File: config.mk
export PLATFORM = sky130hd
export DESIGN_NAME = activation_readout_streamer
export DESIGN_NICKNAME = d
export VERILOG_FILES = /design/src/rtl/activation_readout_streamer.sv
export SDC_FILE = /design/constraint.sdc
export NUM_CORES = 1
export LEC_CHECK = 0
export CAP_MARGIN = 20
export CORE_UTILIZATION = 40
export CTS_CLUSTER_DIAMETER = 60
export CTS_CLUSTER_SIZE = 16
export DETAILED_ROUTE_END_ITERATION = 6
export PLACE_DENSITY_LB_ADDON = 0.08
export SLEW_MARGIN = 0
export SYNTH_ARGS = -nofsm -noshare
export SYNTH_HDL_FRONTEND = slang
export SYNTH_SLANG_ARGS = --single-unit
File: constraint.sdc
create_clock -name clk -period 1.7 [get_ports clk]
set_input_delay 0.34 -clock clk [delete_from_list [all_inputs] [get_ports clk]]
set_output_delay 0.34 -clock clk [all_outputs]
set_load 0.03 [all_outputs]
File: src/rtl/activation_readout_streamer.sv
// activation_readout_streamer: reads rows from the activation memory
// and streams each row out as message-width slices, LSB slice first.
module activation_readout_streamer #(
  parameter int ACTIVATION_WORD_BIT_WIDTH = 64,
  parameter int ACTIVATION_ROWS           = 32,
  parameter int MESSAGE_BIT_WIDTH         = 32,
  parameter int READ_LATENCY              = 1,
  localparam int ADDR_W = $clog2(ACTIVATION_ROWS)
) (
  input  logic                                 clk,
  input  logic                                 rst_n,
  input  logic                                 start,
  input  logic [ADDR_W-1:0]                    start_row,
  input  logic [ADDR_W:0]                      num_rows,
  input  logic                                 abort,
  output logic                                 busy,
  output logic                                 done,
  output logic                                 mem_read_enable,
  output logic [ADDR_W-1:0]                    mem_address_read,
  input  logic [ACTIVATION_WORD_BIT_WIDTH-1:0] mem_data_out,
  output logic                                 msg_valid,
  input  logic                                 msg_ready,
  output logic [MESSAGE_BIT_WIDTH-1:0]         msg_data
);

  localparam int MSGS  = ACTIVATION_WORD_BIT_WIDTH / MESSAGE_BIT_WIDTH;
  localparam int SL_W  = (MSGS > 1) ? $clog2(MSGS) : 1;
  localparam int LAT_W = $clog2(READ_LATENCY + 1);
  localparam int CNT_W = ADDR_W + 1;

  typedef enum logic [2:0] {
    S_IDLE,
    S_READ,
    S_WAIT,
    S_STREAM,
    S_FINISH
  } state_t;

  state_t                          r_state;
  logic [ADDR_W-1:0]               r_row;
  logic [CNT_W-1:0]                r_left;
  logic [SL_W-1:0]                 r_slice;
  logic [LAT_W-1:0]                r_wait;
  logic [ACTIVATION_WORD_BIT_WIDTH-1:0] r_shift;
  logic                            r_re;
  logic [ADDR_W-1:0]               r_addr;
  logic                            r_valid;
  logic                            r_done;

  logic [CNT_W-1:0]  w_num_sat;
  logic [ADDR_W-1:0] w_next_row;
  logic              w_last_slice;
  logic              w_hs;

  assign w_num_sat = (num_rows > CNT_W'(ACTIVATION_ROWS))
                   ? CNT_W'(ACTIVATION_ROWS) : num_rows;
  assign w_next_row = (r_row == ADDR_W'(ACTIVATION_ROWS - 1))
                    ? '0 : r_row + 1'b1;
  assign w_last_slice = (r_slice == SL_W'(MSGS - 1));
  assign w_hs = r_valid && msg_ready;

  assign busy             = (r_state != S_IDLE);
  assign done             = r_done;
  assign mem_read_enable  = r_re;
  assign mem_address_read = r_addr;
  assign msg_valid        = r_valid;
  assign msg_data         = r_shift[MESSAGE_BIT_WIDTH-1:0];

  // Transfer FSM: read a row, wait out memory latency, stream its slices.
  always_ff @(posedge clk or negedge rst_n) begin
    if (!rst_n) begin
      r_state <= S_IDLE;
      r_row   <= '0;
      r_left  <= '0;
      r_slice <= '0;
      r_wait  <= '0;
      r_shift <= '0;
      r_re    <= 1'b0;
      r_addr  <= '0;
      r_valid <= 1'b0;
      r_done  <= 1'b0;
    end else begin
      r_done <= 1'b0;
      if (abort && (r_state != S_IDLE)) begin
        r_state <= S_IDLE;
        r_re    <= 1'b0;
        r_valid <= 1'b0;
        r_left  <= '0;
      end else begin
        unique case (r_state)
          S_IDLE: begin
            if (start) begin
              if (num_rows == '0) begin
                r_done <= 1'b1;
              end else begin
                r_row   <= start_row;
                r_addr  <= start_row;
                r_left  <= w_num_sat;
                r_re    <= 1'b1;
                r_state <= S_READ;
              end
            end
          end
          S_READ: begin
            r_re    <= 1'b0;
            r_wait  <= LAT_W'(1);
            r_state <= S_WAIT;
          end
          S_WAIT: begin
            if (r_wait == LAT_W'(READ_LATENCY)) begin
              r_shift <= mem_data_out;
              r_slice <= '0;
              r_valid <= 1'b1;
              r_state <= S_STREAM;
            end else begin
              r_wait <= r_wait + 1'b1;
            end
          end
          S_STREAM: begin
            if (w_hs) begin
              if (!w_last_slice) begin
                r_slice <= r_slice + 1'b1;
                r_shift <= r_shift >> MESSAGE_BIT_WIDTH;
              end else begin
                r_valid <= 1'b0;
                if (r_left > CNT_W'(1)) begin
                  r_left  <= r_left - 1'b1;
                  r_row   <= w_next_row;
                  r_addr  <= w_next_row;
                  r_re    <= 1'b1;
                  r_state <= S_READ;
                end else begin
                  r_left  <= '0;
                  r_done  <= 1'b1;
                  r_state <= S_FINISH;
                end
              end
            end
          end
          S_FINISH: begin
            r_state <= S_IDLE;
          end
          default: begin
            r_state <= S_IDLE;
          end
        endcase
      end
    end
  end

endmodule

# After elaboration in Yosys (flattened, before gate mapping)
# Cells that the tools add are included.
[totals] out_inout_bits=41 elab_cells=104 regBits=83
[classes] bitwise_logic=1 n_lt_le_gt_ge=2 reduce_logical=19 n_mux=52 n_eq_ne=17 add_sub_neg=4
[ops] cell="$mux 64" count=3
[ops] cell="$pmux 64 s2" count=1
[ops] cell="$mux 6" count=7
[ops] cell="$mux 5" count=6
[ops] cell="$mux 3" count=7
[ops] cell="$mux 1" count=20
[ops] cell="$ne 3x3->1 const B" count=6
[ops] cell="$reduce_and 5->1" count=3
[ops] cell="$ne 2x2->1 const B" count=7
[ops] cell="$pmux 3 s4" count=1
[ops] cell="$pmux 6 s2" count=1
[ops] cell="$pmux 5 s2" count=1
[ops] cell="$reduce_bool 3->1" count=3
[ops] cell="$pmux 1 s2" count=4
[ops] cell="$reduce_and 4->1" count=2
[ops] cell="$reduce_and 7->1" count=1
[ops] cell="$eq 3x2->1 const B" count=2
[ops] cell="$gt 6x1->1 const B" count=1
[ops] cell="$gt 6x6->1 const B" count=1
[ops] cell="$logic_not 6->1" count=1
[ops] cell="$reduce_and 6->1" count=1
[ops] cell="$reduce_bool 2->1" count=3
[ops] cell="$sub 6x1->6 const B" count=1
[ops] cell="$add 5x1->5 const B" count=1
[ops] cell="9 further kinds" count=11

# Longest topological paths before layout
[depth] depth_word=6 ltp_mapped=8 mapped_depth_nobuf=7

# Worst setup path before layout
# Ideal clock, no wire load.
[synth_timing] kind="register to register" startpoint="register r_state[0]" endpoint="register r_addr[0] (netlist: mem_address_read[0])" setup_time_ps=125 n_path_buf=2 slack_ps=-204 synth_period_minus_slack_ps=1904 path_stages_with_launch=7 arrival_ps=1779 required_ps=1575 cell_sequence="dfrtp_1 > buf_4 > or3_1 > clkbuf_1 > a21o_1 > o211ai_4 > mux2_2"
[synth_between] elab_chain_len=4
[synth_lines] element="start: declaration" line="39" source="state_t r_state;"
[synth_lines] element="start signal: assignment" line="72" source="r_state <= S_IDLE;"
[synth_lines] element="start signal: assignment" line="85" source="r_state <= S_IDLE;"
[synth_lines] element="start signal: assignment" line="100" source="r_state <= S_READ;"
[synth_lines] element="$reduce_bool 3->1"
[synth_lines] element="named net busy" line="16" source="output logic busy,"
[synth_lines] element="$logic_and 1x1->1" line="84" source="if (abort && (r_state != S_IDLE)) begin"
[synth_lines] element="$not 1->1 (no line)"
[synth_lines] element="$reduce_and 7->1 (no line)"
[synth_lines] element="end signal: assignment" line="97" source="r_addr <= start_row;"
[synth_lines] element="end signal: assignment" line="129" source="r_addr <= w_next_row;"
[synth_lines] element="end: declaration" line="46" source="logic [ADDR_W-1:0] r_addr;"
# The timed path passes the listed nets, and every way through them passes these cells.
# A chain may end at the register's enable or synchronous reset.

# Worst setup path after layout
[layout_timing] startpoint="register r_state[1]" endpoint="register r_shift[54]"
[layout_between] elab_chain_len=4
[layout_lines] element="branches (longest 4 deep; another with $reduce_and 5->1)"
[layout_lines] element="end signal: assignment" line="111" source="r_shift <= mem_data_out;"
[layout_lines] element="end signal: assignment" line="123" source="r_shift <= r_shift >> MESSAGE_BIT_WIDTH;"
[layout_lines] element="end: declaration" line="44" source="logic [ACTIVATION_WORD_BIT_WIDTH-1:0] r_shift;"
# Several ways; the timed one is not identified.

==> flow_summary.ini <==
[outcome]
status = finished with violations
failed_checks = negative setup slack

[timing]
clock_skew_ns = 0.0103
tightest_slew_ns = 0.485
setup_viol = 64
finalCritPeriodShare = 1.06
tns_ns = -3.33
maxSlewViolCount = 0
period_needed_ns = 1.81
max_clock_freq_mhz = 553
relSlewSlack = 0.675
rsz0062_at_grt = yes
fin_ws_ns = -0.108
final-hold-violation-count = 0

[synth]
syn_inst = 454
async_reset_ff_frac = 1.00
syn-num-nets = 538
seq_area_frac_synth = 0.489
yosys_most_used_dff = dfrtp_1
netlist_area_um2 = 4250
synth-edff-count = 0
yosysWarnings = 0
ys_seq_elements = 83
ys_types = 45
synth.avg_cell_area_um2 = 9.36

[min_path]
whs_endpoint = r_shift[36]
hold_depth = 2
holdCritStartpoint = r_shift[36]
hold_class = reg2reg

[layout]
fin_area_um2 = 6440
layout_common_cells = nand2_1, dfrtp_1, clkdlybuf4s50_1
fin_nets = 679
final_common_cell = nand2_1
finalCoreUtilization = 0.624
drive_gt1_frac = 0.270
n_fill_cell = 887
n_antenna_cell = 0
synthToLayoutAreaGrowth_pct = 51.5

[global_route]
grt_pass1_vias = 3499
grt_max_degree = 48
gr-usage-all-layers = 0.185
grt_overflow = 0
antenna_found_initial = 0
grt_pass1_wl_um = 16400

[floorplan]
fp.dieH_um = 105
core_um2 = 10300
initial_core_util = 0.412
die_w_um = 105
die_area_um2 = 11000
fp-row-count = 37
num_io_pins = 121

[pwr]
power_density_nw_per_um2 = 1620
seqPwrFrac = 0.325
leakage_nw = 3.22
power_switching_mw = 4.42
peakVddDrop_mv = 0.768
p_comb_frac = 0.552
pwr-share-clk = 0.122
p_int_mw = 6.01
sw_frac_of_total = 0.424

[routing]
via_per_inst = 4.99
first_iter_violations = 139
wl_um = 11300
drc = 0
first_pass_iters = 4
vias = 3670
antenna_left = 0
wire_per_inst_um = 15.4

[critical_path]
cp_slowest_stage_delay_ns = 0.42
worstPathCellList = or3b_4, a21oi_4, buf_4, o211a_4, buf_12, nand3_1, nand2_1
critical_path.max_fanout = 15
cp-start-kind = flop
worst-r2r-setup-slack_ns = -0.11
worst_ep_required_time_ns = 1.97
worstReg2RegStart = r_state[1]
r2r_cells = 7
slowest_stage = dfrtp_2
path_class = reg2reg
reg2reg_to = r_shift[54]
endpoint_kind = flop
arrival_ns = 2.08

[place]
gp_congestion = 0.836
dpl.hpwl_um = 7050
post-place-ws_ns = -0.515
place_area_um2 = 5720
port_buffers = 120

[clock_tree]
root_buffer = clkbuf_8
clock_latency_ns = 0.34
cts-htree-levels = 3
cts_sinks = 83
numCtsBuffers = 9
cts_tree = done
ctsLongestPathBuffers = 2
clk_pin_slew_worst_paths_ns = 0.09

[run]
cap_violations = 0
==> flip-flops by register name, summed over array words and instances, names as in the netlist <==
register          cells
r_state               3
r_wait                1
mem_read_enable       1
done                  1
r_slice               1
mem_address_read      5
r_left                6
r_shift              64
msg_valid             1
==> Yosys cell counts (all sizes together) (4+ instances only) <==
cell | number | area [um^2]
inv | 6 | 22.5
o21ai | 45 | 225
nor3 | 6 | 41.3
nand2 | 111 | 417
o31ai | 7 | 57.6
mux2i | 32 | 320
a21oi | 8 | 43.8
nand3 | 34 | 170
buf | 54 | 355
clkbuf | 6 | 22.5
ha | 4 | 50.1
dfrtp | 83 | 2080
nor2 | 15 | 56.3
mux2 | 8 | 90.1
==> power by group through the flow <==
| stage | combinational (mW) | clock (mW) | sequential, mW |
|---|---|---|---|
| global placement | 5.04 | 0 | 3.33 |
| floorplan | 3.43 | 0 | 3.44 |
| finish | 5.76 | 1.28 | 3.39 |
| CTS | 4.98 | 1.32 | 3.32 |
| global route | 6.24 | 1.39 | 3.53 |
| detailed placement | 5.14 | 0 | 3.37 |
==> worst max path at each step <==
stage | start | end | slack [ns] | depth (start not counted)
2_1_floorplan | r_left[2] | mem_address_read[0] | -0.07 | 5
3_3_place_gp | abort | mem_address_read[0] | -0.48 | 7
3_5_place_dp | abort | mem_address_read[2] | -0.51 | 7
4_1_cts | r_state[1] | busy | -0.09 | 2
5_1_grt | r_state[1] | r_shift[54] | -0.19 | 7
6_report | r_state[1] | r_shift[54] | -0.11 | 7
==> worst max-delay path, delay by kind of cell (launching register included) <==
| kind | cells | cell delay, ns |
|---|---|---|
| AO/OA/AOI/OAI | 2 | 0.42 |
| buffers and inverters | 2 | 0.30 |
| flip-flops | 1 | 0.42 |
| AND/OR/NAND/NOR | 3 | 0.59 |
==> timing repair <==
| action | CTS | global route |
|---|---|---|
| setup endpoints to repair | 107 | 82 |
| hold buffers | 1 | 0 |
| setup buffers | 2 | 10 |
| pin swaps | 2 | 27 |
| cloned | 0 | 12 |
| hold endpoints to repair | 80 | 0 |
| gates resized for setup | 54 | 105 |
==> layout make-up <==
| class | instances | area [um^2] | share of cell area |
|---|---|---|---|
| multi-input cells | 306 | 2100 | 0.325 |
| well taps | 136 | 170 | 0.0264 |
| inverters | 6 | 22.5 | 0.00350 |
| repair buffers | 189 | 1900 | 0.295 |
| clock inverters | 5 | 38.8 | 0.00602 |
| clock buffers | 11 | 131 | 0.0204 |
| flip-flops and latches | 83 | 2080 | 0.323 |
==> kinds of logic (layout without fill, tap and decap cells) <==
kind of cell               count (synthesis)  in the layout  share of synthesized area
buffers and inverters                     66            211                     0.0942
adders and majority gates                  4              4                     0.0118
AOI/OAI and AO/OA                         77             78                      0.114
muxes                                     40             40                     0.0966
and+or+nand+nor                          180            180                      0.187
xor gates and xnor gates                   4              4                    0.00824
DFF                                       83             83                      0.489
==> metrics by stage <==
step	total power, mW	cells	hold slack (ns)
final	10.4	736	0.471
after global routing	11.2	736	0.497
after CTS	9.62	715	0.474
after detailed placement	8.51	696	0.333
after global placement	8.37	696	0.336
after floorplan	6.87	454	0.0444
==> metal layers <==
layer	global-route usage	vias to the layer above	part of all wire
met5	0	-	0
met3	0.0368	14	0.040
met2	0.292	93	0.47
li1	-	1806	-
met1	0.252	1757	0.47
met4	0.0694	0	0.016
Note: power is estimated with default switching activity, not from simulation.
